$ cat src/rtl/median_ctrl_pkg.sv
// median_ctrl_pkg: shared state encoding and parameter limits for the median stream controller.
// Latency: n/a (declarations only).
// Backpressure: n/a.
package median_ctrl_pkg;

  typedef enum logic [2:0] {
    ST_IDLE  = 3'd0,
    ST_CLR   = 3'd1,
    ST_RUN   = 3'd2,
    ST_DRAIN = 3'd3,
    ST_DONE  = 3'd4
  } state_t;

  localparam int LAT_MIN       = 0;
  localparam int LAT_MAX       = 8;
  localparam int OUT_DEPTH_MIN = 2;
  localparam int OUT_DEPTH_MAX = 16;

  // Wide enough for buffer occupancy plus every in-flight issue at the limits.
  localparam int CNT_W = 6;

endpackage

$ cat src/rtl/median_res_fifo.sv
// median_res_fifo: in-order result buffer between the median core and the consumer.
// Latency: a pushed word is visible on pop_data the cycle after the push.
// Backpressure: none internally; the caller guarantees no push into a full buffer unless popping.
module median_res_fifo #(
  parameter int WIDTH     = 32,
  parameter int OUT_DEPTH = 4
) (
  input  logic                         clk,
  input  logic                         rst,
  input  logic                         push,
  input  logic [WIDTH-1:0]             push_data,
  input  logic                         pop,
  output logic [WIDTH-1:0]             pop_data,
  output logic                         empty,
  output logic [$clog2(OUT_DEPTH):0]   occ
);

  localparam int PW = $clog2(OUT_DEPTH);

  logic [WIDTH-1:0] mem [OUT_DEPTH];
  logic [PW-1:0]    wr_ptr;
  logic [PW-1:0]    rd_ptr;
  logic             do_pop;

  assign empty    = (occ == '0);
  assign do_pop   = pop && !empty;
  // Drive zero while empty so the output is clean under and after reset.
  assign pop_data = empty ? '0 : mem[rd_ptr];

  // Pointer and occupancy bookkeeping; power-of-two depth lets pointers wrap naturally.
  always_ff @(posedge clk or posedge rst) begin
    if (rst) begin
      wr_ptr <= '0;
      rd_ptr <= '0;
      occ    <= '0;
    end else begin
      if (push)   wr_ptr <= wr_ptr + 1'b1;
      if (do_pop) rd_ptr <= rd_ptr + 1'b1;
      case ({push, do_pop})
        2'b10:   occ <= occ + 1'b1;
        2'b01:   occ <= occ - 1'b1;
        default: ;
      endcase
    end
  end

  // Storage array; contents are only observed through valid entries, so no reset.
  always_ff @(posedge clk) begin
    if (push) mem[wr_ptr] <= push_data;
  end

endmodule

$ cat src/rtl/median_stream_ctrl.sv
// median_stream_ctrl: runs count-long median jobs, pops 3 sources, feeds a median core, buffers results.
// Latency: issue is combinational with src_valid; result reaches dst LAT+1 cycles after its issue.
// Backpressure: issues gated by credit (buffer free slots minus in-flight); dst_ready only stalls the drain.
// Optional build macro MEDIAN_STREAM_CTRL_STATS_EN adds the stall_cycles output.
module median_stream_ctrl
  import median_ctrl_pkg::*;
#(
  parameter int WIDTH     = 32,
  parameter int LAT       = 1,
  parameter int OUT_DEPTH = 4
) (
  input  logic             clk,
  input  logic             rst,
  input  logic             start,
  input  logic [31:0]      count,
  input  logic [2:0]       src_valid,
  input  logic [WIDTH-1:0] src_data0,
  input  logic [WIDTH-1:0] src_data1,
  input  logic [WIDTH-1:0] src_data2,
  output logic             src_pop,
  output logic             med_rst_n,
  output logic [WIDTH-1:0] med_word0,
  output logic [WIDTH-1:0] med_word1,
  output logic [WIDTH-1:0] med_word2,
  input  logic [WIDTH-1:0] med_word,
  output logic             dst_valid,
  output logic [WIDTH-1:0] dst_data,
  input  logic             dst_ready,
  output logic             busy,
`ifdef MEDIAN_STREAM_CTRL_STATS_EN
  output logic [31:0]      stall_cycles,
`endif
  output logic             done
);

  localparam int OCC_W = $clog2(OUT_DEPTH) + 1;

  state_t             state_q;
  state_t             state_d;
  logic [31:0]        count_q;
  logic [31:0]        issued_q;
  logic               all_issued;
  logic               start_acc;
  logic               credit_ok;
  logic               issue;
  logic               push;
  logic [CNT_W-1:0]   inflight;
  logic [OCC_W-1:0]   occ;
  logic               buf_empty;

  assign start_acc  = start && ((state_q == ST_IDLE) || (state_q == ST_DONE));
  assign all_issued = (issued_q == count_q);
  assign credit_ok  = (CNT_W'(occ) + inflight) < CNT_W'(OUT_DEPTH);
  assign issue      = (state_q == ST_RUN) && (&src_valid) && !all_issued && credit_ok;

  generate
    if (LAT == 0) begin : g_lat0
      assign inflight = '0;
      assign push     = issue;
    end else begin : g_latn
      logic [LAT-1:0] vld_sr;
      // Issue tags age one stage per cycle; the last stage marks med_word as valid.
      always_ff @(posedge clk or posedge rst) begin
        if (rst) begin
          vld_sr <= '0;
        end else begin
          vld_sr[0] <= issue;
          for (int i = 1; i < LAT; i++) vld_sr[i] <= vld_sr[i-1];
        end
      end
      // Count outstanding core results; they already own a buffer slot.
      always_comb begin
        inflight = '0;
        for (int i = 0; i < LAT; i++) inflight = inflight + CNT_W'(vld_sr[i]);
      end
      assign push = vld_sr[LAT-1];
    end
  endgenerate

  median_res_fifo #(
    .WIDTH     (WIDTH),
    .OUT_DEPTH (OUT_DEPTH)
  ) u_res_fifo (
    .clk       (clk),
    .rst       (rst),
    .push      (push),
    .push_data (med_word),
    .pop       (dst_ready),
    .pop_data  (dst_data),
    .empty     (buf_empty),
    .occ       (occ)
  );

  assign dst_valid = !buf_empty;

  // State register.
  always_ff @(posedge clk or posedge rst) begin
    if (rst) state_q <= ST_IDLE;
    else     state_q <= state_d;
  end

  // Next-state logic; a zero-length job skips straight to DONE.
  always_comb begin
    state_d = state_q;
    case (state_q)
      ST_IDLE, ST_DONE: if (start) state_d = (count != '0) ? ST_CLR : ST_DONE;
      ST_CLR:           state_d = ST_RUN;
      ST_RUN:           if (all_issued) state_d = ST_DRAIN;
      ST_DRAIN:         if ((inflight == '0) && buf_empty) state_d = ST_DONE;
      default:          state_d = ST_IDLE;
    endcase
  end

  // Output decode; operands are only driven on an issue cycle.
  always_comb begin
    src_pop   = 1'b0;
    med_word0 = '0;
    med_word1 = '0;
    med_word2 = '0;
    busy      = 1'b0;
    done      = 1'b0;
    med_rst_n = !rst;
    case (state_q)
      ST_CLR: begin
        busy      = 1'b1;
        med_rst_n = 1'b0;
      end
      ST_RUN: begin
        busy    = 1'b1;
        src_pop = issue;
        if (issue) begin
          med_word0 = src_data0;
          med_word1 = src_data1;
          med_word2 = src_data2;
        end
      end
      ST_DRAIN: busy = 1'b1;
      ST_DONE:  done = 1'b1;
      default:  ;
    endcase
  end

  // Job length capture and issue counter; issue stops at count so the counter never wraps.
  always_ff @(posedge clk or posedge rst) begin
    if (rst) begin
      count_q  <= '0;
      issued_q <= '0;
    end else if (start_acc) begin
      count_q  <= count;
      issued_q <= '0;
    end else if (issue) begin
      issued_q <= issued_q + 1'b1;
    end
  end

`ifdef MEDIAN_STREAM_CTRL_STATS_EN
  // RUN cycles that wanted to issue but could not; saturating.
  always_ff @(posedge clk or posedge rst) begin
    if (rst) begin
      stall_cycles <= '0;
    end else if (start_acc) begin
      stall_cycles <= '0;
    end else if ((state_q == ST_RUN) && !all_issued && !issue && (stall_cycles != '1)) begin
      stall_cycles <= stall_cycles + 1'b1;
    end
  end
`endif

endmodule

$ cat config.mk
export PLATFORM = sky130hd
export DESIGN_NAME = median_stream_ctrl
export DESIGN_NICKNAME = d
export VERILOG_FILES = /design/src/rtl/median_ctrl_pkg.sv /design/src/rtl/median_res_fifo.sv /design/src/rtl/median_stream_ctrl.sv
export SDC_FILE = /design/constraint.sdc
export NUM_CORES = 1
export LEC_CHECK = 0
export CORE_MARGIN = 2
export CORE_UTILIZATION = 50
export DETAILED_ROUTE_END_ITERATION = 10
export DONT_BUFFER_PORTS = 1
export MAX_ROUTING_LAYER = met4
export PLACE_DENSITY = 0.71
export SYNTH_ARGS = -nofsm -noshare
export SYNTH_HDL_FRONTEND = slang
export SYNTH_SLANG_ARGS = --single-unit
export TNS_END_PERCENT = 30
$ cat constraint.sdc
create_clock -name clk -period 3.05 [get_ports clk]
set_clock_uncertainty 0.05 [all_clocks]
set_input_delay 0.7625 -clock clk [delete_from_list [all_inputs] [get_ports clk]]
set_output_delay 0.7625 -clock clk [all_outputs]
set_load 0.05 [all_outputs]
==> impl_metrics.json <==
{
  "drtIter0Drc": 575,
  "nFillCells": 1314,
  "ys_seq_elements": 203,
  "antenna_found_initial": 17,
  "p_int_mw": 6.14,
  "timing.final.crit_period_ps": 3290,
  "hold_slack_ps": 276,
  "numCtsBuffers": 21,
  "fin_crit_sh_pct": 108,
  "tightest_slew_ps": 835,
  "die_w_um": 144,
  "path_cells": "xnor2_2 > nand4_1 > nor4_4 > a21oi_4 > buf_12 > and2_1 > buf_12",
  "synth-compound-area-share_pct": 3.46,
  "io_pins": 300,
  "p_leak_nw": 4.96,
  "final.setup.worst_slack_ps": -243,
  "worst_setup_path_end_kind": "output port",
  "critPathRequiredTime_ps": 2240,
  "grt_pass1_wl_um": 41700,
  "hpwl_um": 22200,
  "place_area_um2": 12300,
  "synth_edf_count": 128,
  "insertion_delay_ps": 490,
  "arrival_ps": 2480,
  "drive_gt1_share_pct": 36.7,
  "cap_violations": 0,
  "hp-class": "in2async",
  "drt-vias-per-instance": 5.74,
  "synthMuxAreaShare_pct": 12.2,
  "combPwrFrac_pct": 40.1,
  "grt.overflow.total": 0,
  "cts_tree": "done",
  "synth_top_family_by_area": "simple AND/OR/NAND/NOR gates",
  "track_usage_pct": 28.5,
  "num_rows": 51,
  "routed_wirelength_um": 29600,
  "ant_nets": 0,
  "slowest_stage": "dfrtp_1",
  "area_growth_syn_to_layout_pct": 34.4,
  "cp_slowest_stage_delay_ps": 490,
  "htree_num_levels": 1,
  "fin_nets": 1025,
  "dieArea_um2": 20600,
  "synth_cell_types": 54,
  "seqPwrFrac_pct": 36.4,
  "synth-seq-area-share_pct": 58.8,
  "syn-cell-area_um2": 9740,
  "place.gp.congestion": 0.958,
  "holdBufCountCts": 0,
  "final_util_pct": 67.9,
  "fin_area_um2": 13100,
  "synth_nets": 885,
  "grt_max_degree": 77,
  "synth-simple-area-share_pct": 17.5,
  "status": "finished with violations",
  "max_freq_mhz": 304,
  "ff_latch_area_um2": 5730,
  "critical_path.most_common_cell": "buf_12",
  "syn_inst": 711,
  "wl_per_cell_um": 25.9,
  "cts_buffer_depth": 3,
  "synth_xor_area_share_pct": 4.20,
  "clockRootBuffer": "clkbuf_16",
  "cpLargestDelayFamily": "simple AND/OR/NAND/NOR gates",
  "powerDensity_nw_per_um2": 743,
  "worst_setup_path_start_kind": "flip-flop",
  "p_switching_mw": 3.58,
  "yosysWarnings": 0,
  "start_util_pct": 50.5,
  "ys_async_sr_fraction_pct": 36.9,
  "clk_pin_slew_ps": 60,
  "io_buffer_count": 0,
  "grt_pass1_vias": 6572,
  "clock_sinks": 203,
  "die_h_um": 144,
  "finalHoldViolCount": 0,
  "ys.flop_type": "edfxtp_1",
  "slew_headroom_pct": 44.3,
  "violations": "setup timing",
  "drc": 0,
  "drtPass1Iterations": 5,
  "finalSetupTns_ps": -20070,
  "worst-path-buf-inv": 2,
  "synthAdderAreaFrac_pct": 0.977,
  "maxSlewViolCount": 0,
  "total_power_mw": 9.72,
  "syn-mean-instance-area_um2": 13.7,
  "criticalPathCategory": "reg2out",
  "switching_share_pct": 36.8,
  "multi_input_area_um2": 3860,
  "crit_fanout": 38,
  "design.core.area_um2": 19300,
  "vias": 6558,
  "vdd_drop_max_mv": 0.522,
  "setup_viol": 96,
  "rsz0062_at_grt": "true",
  "clockPowerShare_pct": 23.5
}
==> area by class of cell <==
class | instances | share of cell area (%)
multi-input combinational | 452 | 29.5
clock buffer | 27 | 4.19
tap | 265 | 2.53
sequential | 203 | 43.8
antenna | 11 | 0.210
inverter | 14 | 0.402
timing repair buffer | 159 | 18.9
clock inverter | 11 | 0.478
==> path summary, 6_finish.rpt <==
path,startpoint,end,slack [ps],cells past startpoint
worst max-delay path,issued_q[4],med_word0[10],-240,7
worst max register to register,state_q[2],issued_q[31],450,7
worst min-delay path,rst,u_res_fifo.wr_ptr[1],280,1
min in group clk,med_word[8],u_res_fifo.mem[0][8],320,0
worst min register to register,u_res_fifo.occ[0],u_res_fifo.occ[0],430,1
max in group asynchronous,rst,issued_q[8],1960,2
==> timing repair <==
item / CTS / global route
resized for setup: 9 / 33
endpoints found under the setup margin: 97 / 97
pin swaps: 1 / 26
gates cloned: 0 / 2
setup buffers: 1 / 1
==> metrics by stage <==
step	worst slack (ps)	std cells
2_1_floorplan	44.7	711
3_3_place_gp	144	1089
3_5_place_dp	136	1089
4_1_cts	-278	1128
5_1_grt	-339	1141
6_report	-243	1142
==> cell usage in the layout (no fill, tap or decap), types with 22 or more instances in the layout <==
master | Yosys | layout
nor2_1 | 28 | 28
buf_4 | 1 | 55
clkbuf_16 | 0 | 22
dfrtp_1 | 75 | 68
mux2_2 | 33 | 33
xnor2_1 | 36 | 30
and2_1 | 136 | 110
mux4_2 | 32 | 32
buf_12 | 0 | 100
and2_4 | 0 | 26
nand2_1 | 34 | 34
edfxtp_1 | 128 | 128
==> state kept, by name, indices dropped and copies added, names as in the netlist <==
register	cells
count_q	32
g_latn.vld_sr	1
issued_q	32
state_q	3
u_res_fifo.mem	128
u_res_fifo.occ	3
u_res_fifo.rd_ptr	2
u_res_fifo.wr_ptr	2
==> cell families after synthesis <==
family                   count (synthesis)
adder cells (fa/ha/maj)                  7
XOR/XNOR                                45
AO/OA/AOI/OAI                           41
AND/OR/NAND/NOR                        284
buffers and inverters                   56
multiplexers                            75
flip-flops                             203
==> synth_stat cells (all sizes together), types with 7 or more instances <==
| cell | n | area, µm² |
|---|---|---|
| nand4 | 21 | 146 |
| nor2 | 29 | 116 |
| and2 | 136 | 851 |
| buf | 21 | 144 |
| a221o | 10 | 100 |
| nor4 | 12 | 126 |
| mux2i | 10 | 100 |
| inv | 14 | 52.6 |
| dfrtp | 75 | 1880 |
| o21ai | 13 | 65.1 |
| clkbuf | 21 | 80.1 |
| xnor2 | 38 | 348 |
| mux2 | 33 | 372 |
| mux4 | 32 | 721 |
| nand2 | 35 | 134 |
| nand3 | 16 | 85.1 |
| xor2 | 7 | 61.3 |
| edfxtp | 128 | 3840 |
| and3 | 15 | 93.8 |
==> power groups by stage <==
stage	combinational [mW]	clock (mW)	sequential (mW)
floorplan	2.86	0	3.47
global placement	3.78	0	3.55
detailed placement	3.86	0	3.57
CTS	3.90	2.32	3.52
global route	4.11	2.42	3.56
finish	3.90	2.28	3.53
==> metal layers <==
metal	GRT usage (%)	wire, µm
met5	-	0
met4	6.60	576
met3	9.83	2520
met2	47.4	15500
met1	33.7	11000
(Power assumes the default switching activity.)
